File: config.mk
export PLATFORM = sky130hd
export DESIGN_NAME = instr_mem_ctrl
export DESIGN_NICKNAME = d
export VERILOG_FILES = /design/src/rtl/riscv_pkg.sv /design/src/rtl/imem_parity_chk.sv /design/src/rtl/instr_mem_ctrl.sv
export SDC_FILE = /design/constraint.sdc
export NUM_CORES = 1
export LEC_CHECK = 0
export ABC_AREA = 0
export CAP_MARGIN = 40
export CORE_UTILIZATION = 18
export CTS_BUF_LIST = sky130_fd_sc_hd__clkbuf_4 sky130_fd_sc_hd__clkbuf_8
export DETAILED_ROUTE_END_ITERATION = 12
export PLACE_DENSITY = 0.83
export SLEW_MARGIN = 20
export SYNTH_ARGS = -nofsm -noshare
export SYNTH_HDL_FRONTEND = slang
export SYNTH_HIERARCHICAL = 1
export SYNTH_SLANG_ARGS = --single-unit
File: constraint.sdc
create_clock -name clk -period 1.7 [get_ports clk]
set_input_delay 0.425 -clock clk [delete_from_list [all_inputs] [get_ports clk]]
set_output_delay 0.425 -clock clk [all_outputs]
set_load 0.01 [all_outputs]
File: src/rtl/riscv_pkg.sv
`default_nettype none
// ============================================================================
// Module : riscv_pkg
// Brief  : Shared types and constants for the instruction-memory controller.
//          - imem_state_e : controller FSM state encoding
//          - IMEM_PAR_W   : width of a parity-protected SRAM word (data + parity)
// Rev    : 1.0  initial release
// ============================================================================
package riscv_pkg;

  typedef enum logic [1:0] {
    IDLE   = 2'd0,
    WAIT   = 2'd1,
    ACCESS = 2'd2
  } imem_state_e;

  // 32 data bits plus one even-parity bit in the MSB
  localparam int IMEM_PAR_W = 33;

endpackage : riscv_pkg
`default_nettype wire

File: src/rtl/imem_parity_chk.sv
`default_nettype none
// ============================================================================
// Module : imem_parity_chk
// Brief  : Combinational even-parity check of one SRAM read word.
//          Only instantiated when INSTR_MEM_PARITY_EN is defined.
// Ports  : data       in  [IMEM_PAR_W-1:0]  {parity, data[31:0]}
//          parity_err out  1                stored parity disagrees with data
// Rev    : 1.0  initial release
// ============================================================================
module imem_parity_chk
  import riscv_pkg::*;
(
  input  logic [IMEM_PAR_W-1:0] data,
  output logic                  parity_err
);

  // Even parity: stored bit equals XOR of the data bits, so any difference
  // leaves a 1 after folding the stored bit in.
  assign parity_err = data[IMEM_PAR_W-1] ^ (^data[IMEM_PAR_W-2:0]);

endmodule : imem_parity_chk
`default_nettype wire

File: src/rtl/instr_mem_ctrl.sv
`default_nettype none
// ============================================================================
// Module : instr_mem_ctrl
// Brief  : Instruction-memory slave controller between the fetch stage
//          (req/gnt/valid) and a single-port synchronous SRAM with 1-cycle
//          read latency. Inserts WAIT_STATES wait cycles, flags misaligned
//          and out-of-range fetches as bus errors, and returns exactly one
//          in-order response per granted request.
// Params : MEM_DEPTH   SRAM depth in words (power of two, >= 4)
//          BASE_ADDR   byte address of SRAM word 0
//          WAIT_STATES cycles between grant and SRAM access (0..7)
// Ports  : clk, reset (async, active high)
//          instr_req/instr_addr      fetch request in
//          instr_gnt                 request accepted this cycle
//          instr_valid/rdata/err     response, one cycle per granted request
//          mem_cs/mem_addr           SRAM read strobe and word address
//          mem_rdata                 SRAM data, valid the cycle after mem_cs
// Macro  : INSTR_MEM_PARITY_EN - mem_rdata widens to 33 bits (bit 32 = even
//          parity) and a parity mismatch on a legal access raises instr_err.
// Rev    : 1.0  initial release
// ============================================================================
module instr_mem_ctrl
  import riscv_pkg::*;
#(
  parameter int          MEM_DEPTH   = 1024,
  parameter logic [31:0] BASE_ADDR   = 32'h0000_0000,
  parameter int          WAIT_STATES = 0
) (
  input  logic                         clk,
  input  logic                         reset,
  input  logic                         instr_req,
  input  logic [31:0]                  instr_addr,
  output logic                         instr_gnt,
  output logic [31:0]                  instr_rdata,
  output logic                         instr_err,
  output logic                         instr_valid,
  output logic                         mem_cs,
  output logic [$clog2(MEM_DEPTH)-1:0] mem_addr,
`ifdef INSTR_MEM_PARITY_EN
  input  logic [IMEM_PAR_W-1:0]        mem_rdata
`else
  input  logic [31:0]                  mem_rdata
`endif
);

  localparam int         c_aw      = $clog2(MEM_DEPTH);
  localparam logic       c_ws0     = (WAIT_STATES == 0);
  localparam logic [2:0] c_ws_load = (WAIT_STATES > 0) ? 3'(WAIT_STATES - 1) : 3'd0;

  imem_state_e       r_state;
  logic [2:0]        r_cnt;
  logic              r_pending;
  logic              r_err;
  logic [c_aw-1:0]   r_addr;

  logic [31:0]       w_word;
  logic              w_err;

  // Unsigned subtract: addresses below BASE_ADDR wrap to a huge offset, but
  // the explicit below-base test keeps them from ever aliasing into the SRAM.
  assign w_word = (instr_addr - BASE_ADDR) >> 2;
  assign w_err  = (instr_addr[1:0] != 2'b00)
                | (instr_addr < BASE_ADDR)
                | (w_word >= 32'(MEM_DEPTH));

  assign instr_gnt = instr_req & (r_state == IDLE) & ~reset;

  // Zero wait states: access happens in the grant cycle on the live address.
  // Otherwise: access happens in ACCESS on the address latched at grant.
  assign mem_cs   = (c_ws0 & instr_gnt & ~w_err)
                  | ((r_state == ACCESS) & ~r_err);
  assign mem_addr = mem_cs ? ((r_state == ACCESS) ? r_addr : w_word[c_aw-1:0])
                           : '0;

  always_ff @(posedge clk or posedge reset) begin
    if (reset) begin
      r_state   <= IDLE;
      r_cnt     <= 3'd0;
      r_pending <= 1'b0;
      r_err     <= 1'b0;
      r_addr    <= '0;
    end else begin
      r_pending <= 1'b0;
      case (r_state)
        IDLE: begin
          if (instr_gnt) begin
            r_err  <= w_err;
            r_addr <= w_word[c_aw-1:0];
            if (c_ws0) begin
              r_pending <= 1'b1;
            end else begin
              r_cnt   <= c_ws_load;
              // With one wait state the counter is already exhausted, so the
              // access follows the grant directly to keep mem_cs at T+1.
              r_state <= (c_ws_load == 3'd0) ? ACCESS : WAIT;
            end
          end
        end
        WAIT: begin
          r_cnt <= r_cnt - 3'd1;
          if (r_cnt == 3'd1) begin
            r_state <= ACCESS;
          end
        end
        ACCESS: begin
          r_pending <= 1'b1;
          r_state   <= IDLE;
        end
        default: r_state <= IDLE;
      endcase
    end
  end

  // r_err still holds the responding request's flag in the valid cycle: a new
  // grant in that same cycle only overwrites it at the following edge.
  assign instr_valid = r_pending;
  assign instr_rdata = (r_pending & ~r_err) ? mem_rdata[31:0] : 32'd0;

`ifdef INSTR_MEM_PARITY_EN
  logic w_par_err;

  imem_parity_chk u_parity_chk (
    .data       (mem_rdata),
    .parity_err (w_par_err)
  );

  assign instr_err = r_pending & (r_err | w_par_err);
`else
  assign instr_err = r_pending & r_err;
`endif

endmodule : instr_mem_ctrl
`default_nettype wire

==> results of run 1 <==
## cell type report
type                    count  area [um^2]
repair buffers            128         1170
multi-input cells          55          553
clock buffers               3         22.5
well taps                  30         37.5
flip-flops and latches      2         50.0
fillers                   192          674
inverters                  11         41.3
## worst max-delay path, delay by kind of cell
kind | cells | cell delay [ns]
buf+inv | 3 | 0.43
simple gates | 3 | 0.65
## Yosys cell counts
master,n
nor2b_1,2
nor3_2,9
buf_2,1
nor2_1,2
nor4_2,1
nor3_1,1
clkbuf_1,3
inv_1,11
nand3_1,1
nor4_1,4
nand4_1,1
and2_1,33
o22a_1,1
buf_6,1
dfrtp_1,2
## metrics by stage
step	instances	cell area (um^2)
finish	229	1870
global route	229	1870
CTS	232	1750
detailed placement	217	1680
global placement	217	1680
floorplan	73	500
## per-layer routing
layer / global-route usage (%) / wire [um]
met5: 0 / 0
met4: 6.41 / 23
met3: 5.00 / 375
met2: 40.8 / 1620
met1: 18.4 / 940
## power by group
group	leakage (nW)	switching, W	internal (W)
clock network	0.0138	0.0000321	0.0000782
registers	0.0216	0.000000647	0.0000492
logic	0.906	0.0000503	0.000137
## worst max path at each step
stage | cells past startpoint | to | slack, ns | startpoint
floorplan | 4 | mem_addr[0] | 0.03 | instr_addr[29]
global placement | 6 | mem_addr[6] | -0.96 | instr_addr[1]
global route | 6 | mem_addr[9] | -0.32 | instr_addr[26]
finish | 6 | mem_addr[1] | -0.24 | instr_addr[22]
CTS | 6 | mem_addr[1] | -0.24 | instr_addr[16]
detailed placement | 6 | mem_addr[2] | -1.01 | instr_addr[29]
## flip-flops by register name, summed over array words and instances (netlist names)
name and count:
instr_valid 1, r_err 1
## timing repair
action | CTS | global route
cloned | 5 | 0
setup buffers | 7 | 0
setup endpoints to repair | 45 | 44
pin swaps | 25 | 14
hold endpoints to repair | 0 | 0
gates resized for setup | 291 | 36
## cell families (layout without fill, tap and decap cells)
kind of cell    after synthesis  count (layout)  share of synthesized area (%)
simple gates                 54              54                           74.4
compound gates                1               1                           1.76
buf+inv                      16             142                           13.8
flops                         2               2                           10.1
==> impl_metrics.tcl, run 1 <==
set metrics [dict create \
    status "complete, but fails checks" \
    violations "negative setup slack" \
    drv_slew 0 \
    max_slew_margin_pct 82.2 \
    syn_inst 73 \
    drive_gt1_share_pct 57.8 \
    power_density_mw_per_mm2 186 \
    final_cell_mix "clkdlybuf4s50_1, buf_6, buf_2" \
    cts_sinks 2 \
    die_area_mm2 0.00298 \
    cp_max_fo 6 \
    num_rows 18 \
    leakage_nw 0.941 \
    path_class "input pin to output port" \
    place_ws_ns -1.01 \
    initial_core_util_pct 19.6 \
    yosysWarnings 6 \
    crit_arrival_ns 1.52 \
    worst_slack_ns -0.241 \
    cts_hold_buf 0 \
    drc 0 \
    rr_endpoint "r_err$_DFFE_PP0P_" \
    portBuffers 112 \
    cts_buffers 3 \
    period_share_pct 114 \
    path_cells "buf_6 > nor4_4 > nand3_4 > buf_8 > nor3_4 > buf_2" \
    fin_util_pct 73.5 \
    synth_nets 140 \
    holdWs_ns 0.230 \
    r2r_start "r_err$_DFFE_PP0P_" \
    rsz0062_at_grt "true" \
    cpMaxStageDelayCell "nor4_4" \
    netlist-cell-type-count 15 \
    ant_nets 0 \
    vias 986 \
    grt_first_pass_wirelength_um 4150 \
    synth.ff_latch_count 2 \
    skew_ns 0 \
    setup_viol 11 \
    netlist.area_leader.share_pct 41.5 \
    cts_tree "yes" \
    diodes 0 \
    grt_max_degree 9 \
    die-height_um 54.6 \
    antenna_found_initial 0 \
    fin_total_pwr_w 0.000348 \
    gp_congestion 0.674 \
    setup_tns_ns -2.19 \
    timing.reg2reg.setup_slack_ns 0.85 \
    wl_per_cell_um 12.9 \
    htreeDepth 1 \
    slowest_delay_ns 0.31 \
    grt_usage_pct 19.9 \
    maxCapViolCount 0 \
    coreArea_mm2 0.00254 \
    routed_via_density 4.31 \
    ir_drop_v 0.000230 \
    insertion_delay_ns 0.23 \
    yosys.area.top_type "and2_1" \
    dp_hpwl_um 2150 \
    hold_violations 0 \
    min_path_type "input pin to async pin" \
    areaGrowthSynthToFinish_pct 276 \
    critPathLaunchType "input pin" \
    clockBufferDepth 2 \
    synth.avg_cell_area_um2 6.82 \
    clk_pin_slew_ns 0.03 \
    fmaxAchievable_mhz 515 \
    io-pin-count 113 \
    grt_pass1_vias 916 \
    fp.dieW_um 54.6 \
    final_common_cell "clkdlybuf4s50_1" \
    overflow 0 \
    seq_area_frac_synth_pct 10.1 \
    cts_root_buf "clkbuf_4" \
    wl_um 2960 \
    drt_pass1_iterations 1 \
    netlist_area_um2 498 \
    cp_data_required_time_ns 1.27 \
    end_kind "output port" \
    synth_area_leaders "and2_1, nor3_2, dfrtp_1, inv_1, nor4_1" \
    period_minus_slack_ns 1.94 \
    worst_pin_slew_ns 0.265 \
    ff2ff_path_depth 2 \
    nets 268 \
    drt-initial-drc-count 0 \
]
(Power assumes the default switching activity.)
==> inputs of run 2 (changes only) <==
- CAP_MARGIN: 40 -> default
- SKIP_LAST_GASP: default -> 1
==> impl_metrics.tcl, run 2 (synthesized netlist as in run 1, its figures left out) <==
set metrics [dict create \
    nets 268 \
    period_share_pct 114 \
    areaGrowthSynthToFinish_pct 275 \
    vias 985 \
    critPathLaunchType "input pin" \
    cts_sinks 2 \
    wl_um 2950 \
    fin_util_pct 73.4 \
    stdcell_count 229 \
    ir_drop_v 0.000230 \
    num_rows 18 \
    routed_via_density 4.30 \
    die-height_um 54.6 \
    holdWs_ns 0.230 \
    grt_max_degree 9 \
    drive_gt1_share_pct 57.3 \
    worst_slack_ns -0.241 \
    coreArea_mm2 0.00254 \
    violations "negative setup slack" \
    path_class "input pin to output port" \
    portBuffers 112 \
    crit_arrival_ns 1.52 \
    min_path_type "input pin to async pin" \
    dp_hpwl_um 2150 \
    multi_input_area_um2 551 \
    grt_pass1_vias 916 \
    initial_core_util_pct 19.6 \
    overflow 0 \
    wl_per_cell_um 12.9 \
    drv_slew 0 \
    rr_endpoint "r_err$_DFFE_PP0P_" \
    cts_root_buf "clkbuf_4" \
    period_minus_slack_ns 1.94 \
    power_density_mw_per_mm2 186 \
    drt_pass1_iterations 1 \
    die_area_mm2 0.00298 \
    status "complete, but fails checks" \
    drc 0 \
    worst_pin_slew_ns 0.265 \
    setup_viol 11 \
    dp_cells 217 \
    cp_data_required_time_ns 1.27 \
    cts_tree "yes" \
    ant_nets 0 \
    end_kind "output port" \
    place_ws_ns -1.01 \
    leakage_nw 0.940 \
    final_cell_mix "clkdlybuf4s50_1, buf_6, buf_2" \
    fmaxAchievable_mhz 515 \
    grt_first_pass_wirelength_um 4150 \
    fp.dieW_um 54.6 \
    cp_max_fo 6 \
    hold_violations 0 \
    rsz0062_at_grt "true" \
    io-pin-count 113 \
    regArea_um2 50.0 \
    skew_ns 0 \
    htreeDepth 1 \
    gp_congestion 0.674 \
    max_slew_margin_pct 82.2 \
    clk_pin_slew_ns 0.03 \
    timing.reg2reg.setup_slack_ns 0.85 \
    ff2ff_path_depth 2 \
    drt-initial-drc-count 0 \
    r2r_start "r_err$_DFFE_PP0P_" \
    antenna_found_initial 0 \
    final_common_cell "clkdlybuf4s50_1" \
    diodes 0 \
    maxCapViolCount 0 \
    nFillCells 193 \
    cts_hold_buf 0 \
    insertion_delay_ns 0.23 \
    clockBufferDepth 2 \
    grt_usage_pct 19.9 \
    cts_buffers 3 \
]
## run 2: cell counts in the layout (fill, tap and decap cells not counted)
No cell type changed its count.
## run 2: layer usage
metal  vias up  share of wire, %  GRT usage [%]
met5         -                 0              0
met2        68                55           40.8
met3         2                13           5.00
met1       433                32           18.4
met4         0              0.78           6.41
li1        482                 -              -
## run 2: worst max-delay path, cell delays in order
cell and delay (ns):
buf_6 0.09, nor4_4 0.31, nand3_4 0.17, buf_8 0.19, nor3_4 0.17, buf_2 0.15
## run 2: report_power, final
group / total (W) / internal [W] / switching, W
clock network: 0.000110 / 0.0000782 / 0.0000321
registers: 0.0000498 / 0.0000492 / 0.000000647
logic: 0.000188 / 0.000137 / 0.0000502
total: 0.000348 / 0.000265 / 0.0000830
## run 2: timing repair
action                                  4_1_cts  5_1_grt
endpoints found under the setup margin       45       44
cloned                                        5        0
pin swaps                                    25       14
buffers inserted                              7        0
gates resized for setup                     291       35
## run 2: layout make-up
type / instances / share of cell area (%)
clock buffer: 3 / 1.21
inverter: 11 / 2.21
multi-input combinational: 55 / 29.5
sequential: 2 / 2.68
tap: 30 / 2.01
timing repair buffer: 128 / 62.4
## run 2: stage by stage
stage	total power [W]	cell area [um^2]	setup TNS [ns]
floorplan	0.0000666	500	0
global placement	0.000226	1680	-18.22
detailed placement	0.000230	1680	-18.88
CTS	0.000348	1750	-2.49
global route	0.000367	1870	-3.80
finish	0.000348	1870	-2.19
## run 2: worst max path at each step
stage | to | startpoint | depth (start not counted)
floorplan | mem_addr[0] | instr_addr[29] | 4
global placement | mem_addr[6] | instr_addr[1] | 6
detailed placement | mem_addr[2] | instr_addr[29] | 6
CTS | mem_addr[1] | instr_addr[16] | 6
global route | mem_addr[9] | instr_addr[26] | 6
finish | mem_addr[1] | instr_addr[22] | 6
==> inputs of run 3 (changes only) <==
- CAP_MARGIN: default -> 40
==> results of run 3 <==
The final DEF is identical to that of run 2; final timing and power are the same.
